<file path="config.mk">
export PLATFORM = sky130hd
export DESIGN_NAME = axis_frame_reader_flat
export DESIGN_NICKNAME = d
export VERILOG_FILES = /design/src/rtl/axis_frame_reader_if.sv /design/src/rtl/axis_frame_reader.sv /design/src/flat_wrapper.sv
export SDC_FILE = /design/constraint.sdc
export NUM_CORES = 1
export LEC_CHECK = 0
export CORE_ASPECT_RATIO = 1.5
export CORE_UTILIZATION = 56
export CTS_BUF_LIST = sky130_fd_sc_hd__clkbuf_8
export DETAILED_ROUTE_END_ITERATION = 16
export GPL_TIMING_DRIVEN = 0
export PLACE_DENSITY = 0.88
export SLEW_MARGIN = 5
export SYNTH_ARGS = -nofsm -noshare
export SYNTH_HDL_FRONTEND = slang
export SYNTH_SLANG_ARGS = --single-unit
</file>
<file path="constraint.sdc">
create_clock -name aclk -period 12.1 [get_ports aclk]
set_input_delay 2.42 -clock aclk [delete_from_list [all_inputs] [get_ports aclk]]
set_output_delay 2.42 -clock aclk [all_outputs]
set_load 0.01 [all_outputs]
</file>
<file path="src/rtl/axis_frame_reader_if.sv">
`default_nettype none
// ============================================================================
// Module   : axis_frame_reader_if
// Brief    : Command, memory-read and AXI-Stream bundle for axis_frame_reader.
// Revision : 1.0 - initial release
// ============================================================================
interface axis_frame_reader_if #(
  parameter int DATA_WIDTH = 32,
  parameter int ADDR_WIDTH = 10,
  parameter int LEN_WIDTH  = 16
);
  logic [ADDR_WIDTH-1:0] cmd_addr;
  logic [LEN_WIDTH-1:0]  cmd_len;
  logic                  cmd_valid;
  logic                  cmd_ready;

  logic                  mem_en;
  logic [ADDR_WIDTH-1:0] mem_addr;
  logic [DATA_WIDTH-1:0] mem_rdata;

  logic [DATA_WIDTH-1:0] m_axis_tdata;
  logic                  m_axis_tvalid;
  logic                  m_axis_tready;
  logic                  m_axis_tlast;

  // master: the frame reader itself; slave: command source, memory and sink
  modport master (
    input  cmd_addr, cmd_len, cmd_valid, mem_rdata, m_axis_tready,
    output cmd_ready, mem_en, mem_addr, m_axis_tdata, m_axis_tvalid, m_axis_tlast
  );

  modport slave (
    output cmd_addr, cmd_len, cmd_valid, mem_rdata, m_axis_tready,
    input  cmd_ready, mem_en, mem_addr, m_axis_tdata, m_axis_tvalid, m_axis_tlast
  );
endinterface
`default_nettype wire

</file>
<file path="src/rtl/axis_frame_reader.sv">
`default_nettype none
// ============================================================================
// Module   : axis_frame_reader
// Brief    : Reads a block of words from a 1-cycle-latency memory and emits
//            it as one AXI-Stream frame, credit-gated by a 2-entry buffer.
// Revision : 1.0 - initial release
// ============================================================================
module axis_frame_reader #(
  parameter int DATA_WIDTH = 32,
  parameter int ADDR_WIDTH = 10,
  parameter int LEN_WIDTH  = 16
) (
  input  wire logic            aclk,
  input  wire logic            aresetn,
  axis_frame_reader_if.master  bus,
  output logic                 busy,
  output logic                 done,
  output logic                 len_err
);

  localparam logic [1:0] S_IDLE  = 2'd0;
  localparam logic [1:0] S_RUN   = 2'd1;
  localparam logic [1:0] S_DRAIN = 2'd2;

  logic [1:0]                 state_q, state_d;
  logic [ADDR_WIDTH-1:0]      addr_q, addr_d;
  logic [LEN_WIDTH-1:0]       rem_q, rem_d;
  logic                       infl_q, infl_d;
  logic                       infl_last_q, infl_last_d;
  logic [1:0]                 cnt_q, cnt_d;
  logic [1:0][DATA_WIDTH-1:0] buf_data_q, buf_data_d;
  logic [1:0]                 buf_last_q, buf_last_d;
  logic                       done_q, done_d;
  logic                       len_err_q, len_err_d;

  logic       cmd_ready_w;
  logic       issue_w;
  logic       busy_w;
  logic       tvalid_w;
  logic       pop_w;
  logic       cmd_hs_w;
  logic       cmd_zero_w;
  logic       wr_idx_w;
  logic [2:0] occ_w;

  assign tvalid_w   = aresetn && (cnt_q != 2'd0);
  assign pop_w      = tvalid_w && bus.m_axis_tready;
  assign cmd_hs_w   = cmd_ready_w && bus.cmd_valid;
  assign cmd_zero_w = (bus.cmd_len == '0);

  // Slots still claimed once this cycle's pop leaves; an issue needs one free.
  assign occ_w = {1'b0, cnt_q} + {2'b00, infl_q} - {2'b00, pop_w};

  // ---------------------------------------------------------------------------
  // FSM: state register
  // ---------------------------------------------------------------------------
  always_ff @(posedge aclk) begin
    if (!aresetn) begin
      state_q <= S_IDLE;
    end else begin
      state_q <= state_d;
    end
  end

  // ---------------------------------------------------------------------------
  // FSM: next-state logic
  // ---------------------------------------------------------------------------
  always_comb begin
    state_d = state_q;
    unique case (state_q)
      S_IDLE: begin
        if (cmd_hs_w && !cmd_zero_w) begin
          state_d = S_RUN;
        end
      end
      S_RUN: begin
        if (issue_w && (rem_q == LEN_WIDTH'(1))) begin
          state_d = S_DRAIN;
        end
      end
      S_DRAIN: begin
        if (pop_w && buf_last_q[0]) begin
          state_d = S_IDLE;
        end
      end
      default: state_d = S_IDLE;
    endcase
  end

  // ---------------------------------------------------------------------------
  // FSM: outputs
  // ---------------------------------------------------------------------------
  always_comb begin
    cmd_ready_w = 1'b0;
    issue_w     = 1'b0;
    busy_w      = 1'b0;
    if (aresetn) begin
      busy_w = (state_q != S_IDLE);
      unique case (state_q)
        S_IDLE:  cmd_ready_w = 1'b1;
        S_RUN:   issue_w     = (rem_q != '0) && (occ_w < 3'd2);
        S_DRAIN: issue_w     = 1'b0;
        default: issue_w     = 1'b0;
      endcase
    end
  end

  // ---------------------------------------------------------------------------
  // Datapath next-state: address/length counters, in-flight tag, buffer
  // ---------------------------------------------------------------------------
  always_comb begin
    addr_d      = addr_q;
    rem_d       = rem_q;
    infl_d      = issue_w;
    infl_last_d = issue_w && (rem_q == LEN_WIDTH'(1));
    done_d      = pop_w && buf_last_q[0];
    len_err_d   = cmd_hs_w && cmd_zero_w;

    if (cmd_hs_w && !cmd_zero_w) begin
      addr_d = bus.cmd_addr;
      rem_d  = bus.cmd_len;
    end else if (issue_w) begin
      addr_d = addr_q + ADDR_WIDTH'(1);
      rem_d  = rem_q - LEN_WIDTH'(1);
    end

    buf_data_d = buf_data_q;
    buf_last_d = buf_last_q;
    if (pop_w) begin
      buf_data_d[0] = buf_data_q[1];
      buf_last_d[0] = buf_last_q[1];
      buf_data_d[1] = '0;
      buf_last_d[1] = 1'b0;
    end

    // Returning read lands in the first slot that is free after the pop.
    wr_idx_w = pop_w ? (cnt_q == 2'd2) : (cnt_q == 2'd1);
    if (infl_q) begin
      buf_data_d[wr_idx_w] = bus.mem_rdata;
      buf_last_d[wr_idx_w] = infl_last_q;
    end

    cnt_d = cnt_q + {1'b0, infl_q} - {1'b0, pop_w};
  end

  always_ff @(posedge aclk) begin
    if (!aresetn) begin
      addr_q      <= '0;
      rem_q       <= '0;
      infl_q      <= 1'b0;
      infl_last_q <= 1'b0;
      cnt_q       <= 2'd0;
      buf_data_q  <= '0;
      buf_last_q  <= '0;
      done_q      <= 1'b0;
      len_err_q   <= 1'b0;
    end else begin
      addr_q      <= addr_d;
      rem_q       <= rem_d;
      infl_q      <= infl_d;
      infl_last_q <= infl_last_d;
      cnt_q       <= cnt_d;
      buf_data_q  <= buf_data_d;
      buf_last_q  <= buf_last_d;
      done_q      <= done_d;
      len_err_q   <= len_err_d;
    end
  end

  // ---------------------------------------------------------------------------
  // Output drive; everything reads zero while reset is held
  // ---------------------------------------------------------------------------
  assign bus.cmd_ready     = cmd_ready_w;
  assign bus.mem_en        = issue_w;
  assign bus.mem_addr      = issue_w ? addr_q : '0;
  assign bus.m_axis_tvalid = tvalid_w;
  assign bus.m_axis_tdata  = aresetn ? buf_data_q[0] : '0;
  assign bus.m_axis_tlast  = aresetn && buf_last_q[0];
  assign busy              = busy_w;
  assign done              = aresetn && done_q;
  assign len_err           = aresetn && len_err_q;

  a_credit : assert property (@(posedge aclk) disable iff (!aresetn)
    (({1'b0, cnt_q} + {2'b00, infl_q}) <= 3'd2));

endmodule
`default_nettype wire

</file>
<file path="src/flat_wrapper.sv">
// flat-port wrapper written by rule: the top's interface ports become plain ports
module axis_frame_reader_flat 
#(
  parameter int DATA_WIDTH = 32,
  parameter int ADDR_WIDTH = 10,
  parameter int LEN_WIDTH  = 16
)
  (aclk, aresetn, busy, done, len_err, bus_cmd_addr, bus_cmd_len, bus_cmd_valid, bus_mem_rdata, bus_m_axis_tready, bus_cmd_ready, bus_mem_en, bus_mem_addr, bus_m_axis_tdata, bus_m_axis_tvalid, bus_m_axis_tlast);
  axis_frame_reader_if #(.DATA_WIDTH(DATA_WIDTH), .ADDR_WIDTH(ADDR_WIDTH), .LEN_WIDTH(LEN_WIDTH)) bus_i ();
  input  wire logic aclk;
  input  wire logic aresetn;
  output logic busy;
  output logic done;
  output logic len_err;
  input wire logic [$bits(bus_i.cmd_addr)-1:0] bus_cmd_addr;
  input wire logic [$bits(bus_i.cmd_len)-1:0] bus_cmd_len;
  input wire logic [$bits(bus_i.cmd_valid)-1:0] bus_cmd_valid;
  input wire logic [$bits(bus_i.mem_rdata)-1:0] bus_mem_rdata;
  input wire logic [$bits(bus_i.m_axis_tready)-1:0] bus_m_axis_tready;
  output wire logic [$bits(bus_i.cmd_ready)-1:0] bus_cmd_ready;
  output wire logic [$bits(bus_i.mem_en)-1:0] bus_mem_en;
  output wire logic [$bits(bus_i.mem_addr)-1:0] bus_mem_addr;
  output wire logic [$bits(bus_i.m_axis_tdata)-1:0] bus_m_axis_tdata;
  output wire logic [$bits(bus_i.m_axis_tvalid)-1:0] bus_m_axis_tvalid;
  output wire logic [$bits(bus_i.m_axis_tlast)-1:0] bus_m_axis_tlast;
  assign bus_i.cmd_addr = bus_cmd_addr;
  assign bus_i.cmd_len = bus_cmd_len;
  assign bus_i.cmd_valid = bus_cmd_valid;
  assign bus_i.mem_rdata = bus_mem_rdata;
  assign bus_i.m_axis_tready = bus_m_axis_tready;
  assign bus_cmd_ready = bus_i.cmd_ready;
  assign bus_mem_en = bus_i.mem_en;
  assign bus_mem_addr = bus_i.mem_addr;
  assign bus_m_axis_tdata = bus_i.m_axis_tdata;
  assign bus_m_axis_tvalid = bus_i.m_axis_tvalid;
  assign bus_m_axis_tlast = bus_i.m_axis_tlast;
  axis_frame_reader #(.DATA_WIDTH(DATA_WIDTH), .ADDR_WIDTH(ADDR_WIDTH), .LEN_WIDTH(LEN_WIDTH)) u_core (.aclk(aclk), .aresetn(aresetn), .bus(bus_i), .busy(busy), .done(done), .len_err(len_err));
endmodule
</file>
# Word-level counts from Yosys, hierarchy flattened
# Cells that the tools add are included.
# classes
n_addsub	6
multipliers	0
n_div	0
magnitude_cmp	3
n_eq_ne	8
shift	0
mux	26
bitwise_logic	0
n_reduce_logical	20
# ops
operator	n
64-bit 2-to-1 mux	2
64-bit bitwise mux	1
32-bit 2-to-1 mux	2
32-bit demux with 1-bit select	1
16-bit 2-to-1 mux	2
10-bit 2-to-1 mux	3
16-bit by 1-bit == test with 1-bit output (second input constant)	1
16-bit zero test	1
16-bit nonzero test	1
16-bit by 1-bit subtractor with 16-bit output (second input constant)	1
1-bit logical AND	12
10-bit by 1-bit adder with 10-bit output (second input constant)	1
2-bit 2-to-1 mux	5
1-bit 2-to-1 mux	7
2-bit by 1-bit != test with 1-bit output (second input constant)	3
2-bit one-hot mux with 3 select lines	1
2-bit nonzero test	3
2-bit by 1-bit == test with 1-bit output (second input constant)	2
2-bit == test (second input constant)	2
2-bit by 1-bit adder with 3-bit output	1
3-bit by 2-bit < comparator with 1-bit output (second input constant)	1
3-bit AND reduction	1
3-bit by 1-bit subtractor with 3-bit output	1
2-bit by 1-bit adder with 2-bit output	1
other kinds (7)	7
# totals
ff_bits	100
latch_bits	0
ram_bits	0
rom_bits	0
inputBits	62
n_memories	0

# Longest topological paths before layout
# Gate-level depths: netlist (run 1).
# depth
depth_word	11
depth_mapped	14
mapped_depth_nobuf	11

# Worst setup path before layout (run 1)
# OpenSTA, ideal clock, no wires.
# synth_timing
kind	input to output
from	in aresetn
to	out bus_mem_addr[0]
arrival_time_ns	4.906
required_time_ns	9.680
setup_slack_ns	4.774
path_stages	12
n_path_buf	4
path_cell_list	buf_2 o211ai_1 buf_2 or2_2 nand2_1 ha_1 fa_1 nand4bb_4 nor2_4 buf_4 clkbuf_1 and3_1
# synth_between
elab_chain_len	8
# synth_rtl
element	line_no	rtl
from (decl)	flat_wrapper.sv:11	input wire logic aresetn;
1-bit logical AND	axis_frame_reader.sv:46	assign tvalid_w = aresetn && (cnt_q != 2'd0);
1-bit logical AND	axis_frame_reader.sv:47	assign pop_w = tvalid_w && bus.m_axis_tready;
3-bit by 1-bit subtractor with 3-bit output	axis_frame_reader.sv:52	assign occ_w = {1'b0, cnt_q} + {2'b00, infl_q} - {2'b00, pop_w};
3-bit by 2-bit < comparator with 1-bit output	axis_frame_reader.sv:101	S_RUN: issue_w = (rem_q != '0) && (occ_w < 3'd2);
1-bit logical AND	axis_frame_reader.sv:101	
1-bit 2-to-1 mux	axis_frame_reader.sv:99	unique case (state_q)
1-bit 2-to-1 mux (*)	axis_frame_reader.sv:97	if (aresetn) begin
10-bit 2-to-1 mux (*)	axis_frame_reader.sv:175	assign bus.mem_addr = issue_w ? addr_q : '0;
to (decl)	flat_wrapper.sv:22	output wire logic [$bits(bus_i.mem_addr)-1:0] bus_mem_addr;
# Mark *: on every way between the ends. The rest lies on a longest branch, timed or not.

# Worst setup path after layout (run 1)
# layout_timing
from	in aresetn
to	out bus_mem_addr[1]
# The elaborated chain is that of the path after synthesis.

==> out/metrics.cfg, run 1 <==
[power_and_ir_drop]
p_per_area_mw_per_mm2=119
peakVddDrop_mv=0.0727
p_leak_uw=0.00249
total_power_uw=765

[cells_and_area]
fin_area_mm2=0.00642
n_antenna_cell=0
layout-drive-gt1-share_pct=7.95
fin_util_pct=75.4
nNetsFinal=767
fill_cells=639
syn_to_final_growth_pct=29.7

[timing]
fin_tns_setup_ns=0
fin_crit_sh_pct=74.7
fin_skew_ns=0.00712
finalHoldViolCount=0
maxSlewViolCount=0
fmax_mhz=111
setup_viol=0
timing.slew.headroom_pct=48.4
timing.hold.ws_ns=0.470
final.min_clock_period_ns=9.04
rsz0062_at_grt=false
worst_slew_pin_slew_ns=0.772

[setup_path]
startpoint=aresetn
endpoint_kind=primary output
cp-start-kind=primary input
crit_required_ns=9.68
worstPathArrival_ns=6.62
reg2reg_depth=14
critPathMaxFanout=10
critPathKind=in -> out
r2r_start=u_core.cnt_q[1]

[flow_run]
cap_violations=0

[synthesis]
synth_top_family_by_area=simple AND/OR/NAND/NOR gates
synthCells=579
syn_nets=646
synth_compound_area_share_pct=18.1
synthAdderAreaFrac_pct=1.42
synth-edff-count=0
synthesis.area_mm2=0.00495
synthMuxAreaShare_pct=6.67
postSynthAreaPerCell_um2=8.55
seq_area_frac_synth_pct=40.4
ys.warnings.count=0
synth-seq-cells=100
yosys.area_share.simple_pct=26.7
synthXorXnorAreaFrac_pct=1.39
synth_top_flop_cell=dfxtp_1
synth_cell_types=69
async_reset_ff_share_pct=0

[clock_tree]
clock_sinks=100
htreeDepth=3
cts_setup_buffers=0
cts_buffers=9
clk_pin_slew_ns=0.09
clk_latency_ns=0.38
cts_resized=0
cts_tree=done
hold_buffers=0
clockRootBuffer=clkbuf_8
clockBufferDepth=2

[outcome]
status=completed

[floorplan]
coreArea_mm2=0.00852
design.die.area_mm2=0.00923
start_util_pct=58.1
fp-row-count=41
die_w_um=78.8
pin_count=111
die_h_um=117

[routing]
drt_pre_antenna_iters=5
drt_iter0_markers=346
drc=0
route.detailed.wl_per_inst_um=17.8
avgViaCountPerCell=6.08
routed-via-count=4927
detail-route-antenna-nets=0
wl_um=14500

[global_routing]
met1_usage_pct=34.5
grt_overflow=0
use_met2_pct=59.5
grt_first_pass_wirelength_um=22900
met3_usage_pct=5.27
grt_use_total_pct=32.1
antenna_found_initial=0
grt_max_degree=16
grt_pass1_vias=4848
grt_busiest_layer=met2

[place]
dp_hpwl_um=10400
gp_congestion=0.927
dpl_cell_area_mm2=0.00619
place.port_buffers=110

[min_path]
hold_start=u_core.buf_data_q[51]
min_path_type=reg -> reg
min_path_cells=2

## state kept, by name, indices dropped and copies added, names as in the netlist
signal / count
u_core.addr_q: 10
u_core.buf_data_q: 64
u_core.buf_last_q: 2
u_core.cnt_q: 2
u_core.done_q: 1
u_core.infl_last_q: 1
u_core.infl_q: 1
u_core.len_err_q: 1
u_core.rem_q: 16
u_core.state_q: 2
## path summary, 6_finish.rpt
| path | to | slack, ns |
|---|---|---|
| max | bus_mem_addr[1] | 3.06 |
| min | u_core.buf_data_q[51] | 0.47 |
| max reg2reg | u_core.rem_q[4] | 8.34 |
| min reg2reg | u_core.buf_data_q[51] | 0.47 |
## metal layers
layer / vias up / share of wire (%)
li1: 2314 / -
met1: 2321 / 38
met2: 249 / 52
met3: 43 / 6.1
met4: 0 / 3.5
met5: - / 0
## stage by stage
step                      worst slack, ns  cells
after global routing                 2.88    811
final                                3.06    811
after global placement               3.22    796
after floorplan                      4.77    579
after detailed placement             3.17    796
after CTS                            3.12    811
## critical path: stages
cell and delay [ns]:
clkdlybuf4s50_1 0.55, buf_2 0.26, o211ai_1 0.26, buf_2 0.28
or2_2 0.32, nand2_1 0.07, ha_1 0.15, fa_1 0.45
nand4bb_4 0.29, nor2_4 0.18, buf_4 0.20, clkbuf_1 0.37
and3_1 0.24, clkdlybuf4s50_1 0.54
## cells by family (layout without fill, tap and decap cells)
| logic type | count (synthesis) | after routing |
|---|---|---|
| mux | 33 | 33 |
| flops | 100 | 100 |
| xor+xnor | 7 | 7 |
| buf+inv | 60 | 185 |
| simple gates | 241 | 241 |
| fa+ha+maj | 5 | 5 |
| compound gates | 133 | 133 |
## Yosys cell counts, types with 2 or more instances
library cell	number	area [µm²]
a211oi_1	33	248
a21oi_1	52	260
a21oi_2	2	17.5
a22oi_1	2	15.0
a2bb2oi_1	2	17.5
a31oi_1	5	31.3
a32oi_1	4	35.0
a41o_1	2	20.0
and2_1	38	238
and3_1	12	75.1
and4_1	2	17.5
buf_1	3	11.3
buf_2	16	80.1
buf_4	2	15.0
clkbuf_1	24	90.1
dfxtp_1	100	2000
ha_1	4	50.1
inv_1	12	45.0
mux2i_1	33	330
nand2_1	56	210
nand3_1	42	210
nand4_1	10	62.6
nor2_1	47	176
nor3_1	6	30.0
nor4_2	5	62.6
o211ai_1	8	60.1
o21ai_0	6	30.0
o21ai_1	3	15.0
o311ai_0	2	17.5
or3_1	3	18.8
xnor2_1	2	17.5
xor2_1	4	35.0
## power by group
| group | switching (µW) | internal [µW] | total, µW | leakage, µW |
|---|---|---|---|---|
| Combinational | 83.5 | 71.1 | 155 | 0.00156 |
| Clock | 115 | 133 | 248 | 0.000119 |
| Sequential | 15.8 | 347 | 363 | 0.000812 |
| Total | 214 | 551 | 765 | 0.00249 |
## cell usage in the layout (no fill, tap or decap), types with 2 or more instances in the layout
cell,count
clkdlybuf4s50_1,110
dfxtp_1,100
nand2_1,56
a21oi_1,52
nor2_1,47
nand3_1,42
and2_1,38
mux2i_1,33
a211oi_1,33
clkbuf_1,24
buf_2,16
inv_1,12
and3_1,12
clkbuf_8,12
nand4_1,10
o211ai_1,8
nor3_1,6
o21ai_0,6
nor4_2,5
a31oi_1,5
xor2_1,4
a32oi_1,4
ha_1,4
buf_1,3
o21ai_1,3
or3_1,3
buf_4,2
a41o_1,2
and4_1,2
a21oi_2,2
a2bb2oi_1,2
xnor2_1,2
o311ai_0,2
a22oi_1,2
bufinv_16,2
## layout make-up
type                       count  area [µm²]  share of cell area [%]
sequential                   100        2000                    31.2
clock buffer                  12         165                    2.57
multi-input combinational    419        2690                    41.9
tap                          107         134                    2.09
clock inverter                 3        68.8                    1.07
timing repair buffer         110        1100                    17.2
buffer                        46         208                    3.24
inverter                      14        52.6                   0.819
Power figures use the tool's default switching activity.
==> run 2: changes to the inputs <==
--- a/config.mk
+++ b/config.mk
@@ -6,11 +6,11 @@
 export NUM_CORES = 1
 export LEC_CHECK = 0
 export CORE_ASPECT_RATIO = 1.5
-export CORE_UTILIZATION = 56
+export CORE_UTILIZATION = 47
 export CTS_BUF_LIST = sky130_fd_sc_hd__clkbuf_8
 export DETAILED_ROUTE_END_ITERATION = 16
 export GPL_TIMING_DRIVEN = 0
-export PLACE_DENSITY = 0.88
+export PLACE_DENSITY = 0.78
 export SLEW_MARGIN = 5
 export SYNTH_ARGS = -nofsm -noshare
 export SYNTH_HDL_FRONTEND = slang
==> constraint.sdc (replaced) <==
create_clock -name aclk -period 7.8 [get_ports aclk]
set_input_delay 1.56 -clock aclk [delete_from_list [all_inputs] [get_ports aclk]]
set_output_delay 1.56 -clock aclk [all_outputs]
set_load 0.01 [all_outputs]
==> run 2 against run 1 <==
Clock power increased by 27%; routed wire length decreased by 1.3%; cell count increased by 4.3%; total power increased by 45%; non-clock buffer count unchanged; critical endpoint unchanged; highest routed layer unchanged.
==> out/metrics.cfg, run 2 (same netlist as run 1, synthesis figures left out) <==
[outcome]
status=completed

[min_path]
min_path_cells=2
hold_start=u_core.buf_data_q[47]
min_path_type=reg -> reg
hold_path_end=u_core.buf_data_q[47]

[timing]
timing.hold.ws_ns=0.469
rsz0062_at_grt=false
fin_skew_ns=0.00911
worst_slew_pin_slew_ns=0.838
fin_crit_sh_pct=91.7
timing.slew.headroom_pct=44.0
maxSlewViolCount=0
final.min_clock_period_ns=7.15
finalHoldViolCount=0
fmax_mhz=140
fin_tns_setup_ns=0
setup_viol=0

[clock_tree]
cts_setup_buffers=0
clock_sinks=100
cts_resized=0
hold_buffers=0
cts_buffers=9
clockRootBuffer=clkbuf_8
clockBufferDepth=2
clk_pin_slew_ns=0.10
cts_tree=done
clk_latency_ns=0.36
htreeDepth=3

[routing]
drt-met1-wl_um=5620
routed-via-count=4764
top_layer_used=met4
detail-route-antenna-nets=0
avgViaCountPerCell=5.63
wl_um=14300
met2_length_um=7600
wl_met3_um=778
drt_pre_antenna_iters=5
drt_iter0_markers=252
drc=0
route.detailed.wl_per_inst_um=16.9

[power_and_ir_drop]
pwr-share-clk_pct=28.2
comb_power_share_pct=21.2
peakVddDrop_mv=0.114
p_leak_uw=0.00247
switchingPower_uw=343
pwr-share-seq_pct=50.5
power.internal_uw=770
p_per_area_mw_per_mm2=174
switching_share_pct=30.8

[setup_path]
r2r_start=u_core.cnt_q[1]
r2r_slack_ns=4.14
worstReg2RegEnd=u_core.rem_q[4]
endpoint_kind=primary output
reg2reg_depth=14
startpoint=aresetn
crit_required_ns=6.24
cp-start-kind=primary input
worstPathArrival_ns=5.59
critPathMaxFanout=10
critPathKind=in -> out

[floorplan]
die_h_um=128
pin_count=111
design.die.area_mm2=0.0110
start_util_pct=48.6
coreArea_mm2=0.0102
die_w_um=85.8
fp-row-count=45

[global_routing]
grt_pass1_vias=4812
grt_max_degree=19
grt_first_pass_wirelength_um=23100
antenna_found_initial=0
grt_overflow=0
grt_use_total_pct=26.5

[cells_and_area]
final_common_cell=clkdlybuf4s50_1
nNetsFinal=767
largest_reg_flops=64
n_antenna_cell=0
syn_to_final_growth_pct=29.4
top_regs=u_core.buf_data_q: 64 flops, u_core.rem_q: 16 flops, u_core.addr_q: 10 flops
most-common-layout-cells=clkdlybuf4s50_1 (110), dfxtp_1 (100), nand2_1 (56)
layout-drive-gt1-share_pct=7.94
top_register=u_core.buf_data_q

[place]
place.port_buffers=110
gp_congestion=0.874
dp_hpwl_um=10600

[flow_run]
cap_violations=0

run 2: power groups by stage:
stage | clock network, µW | registers [µW] | logic, µW
after floorplan | 0 | 567 | 141
after global placement | 0 | 572 | 231
after detailed placement | 0 | 574 | 234
after CTS | 319 | 562 | 236
after global routing | 341 | 566 | 255
final | 314 | 562 | 236
run 2: metrics by stage:
| step | area, µm² | power, µW | utilization (%) | setup WS, ns | std cells |
|---|---|---|---|---|---|
| after floorplan | 4950 | 707 | - | 2.19 | 579 |
| after global placement | 6230 | 803 | 61.1 | 0.643 | 830 |
| after detailed placement | 6230 | 807 | 61.1 | 0.655 | 830 |
| after CTS | 6410 | 1120 | 62.9 | 0.636 | 846 |
| after global routing | 6410 | 1160 | 62.9 | 0.408 | 846 |
| final | 6410 | 1110 | 62.9 | 0.650 | 846 |
run 2: critical path, stage by stage:
cell and delay (ns):
clkdlybuf4s50_1 0.52, buf_2 0.25, o211ai_1 0.24, buf_2 0.27
or2_2 0.32, nand2_1 0.07, ha_1 0.16, fa_1 0.43
nand4bb_4 0.28, nor2_4 0.17, buf_4 0.20, clkbuf_1 0.34
and3_1 0.23, clkdlybuf4s50_1 0.54
run 2: worst max-delay path by stage:
stage / slack, ns / depth (start not counted) / end
6_report: 0.65 / 14 / bus_mem_addr[1]
5_1_grt: 0.41 / 14 / bus_mem_addr[3]
4_1_cts: 0.64 / 14 / bus_mem_addr[1]
3_5_place_dp: 0.65 / 14 / bus_mem_addr[3]
3_3_place_gp: 0.64 / 14 / bus_mem_addr[1]
2_1_floorplan: 2.19 / 12 / bus_mem_addr[0]
run 2: layer usage:
metal	GRT usage [%]	up-vias
met4	9.51	0
met1	29.2	2270
met2	49.9	154
met5	0	-
li1	-	2314
met3	5.09	26
run 2: area by class of cell:
type,instances,area [µm²]
clock inverters,7,56.3
plain buffers,46,208
repair buffers,110,1100
well taps,141,176
fillers,908,3780
multi-input cells,419,2690
flip-flops and latches,100,2000
inverters,14,52.6
clock buffers,9,124
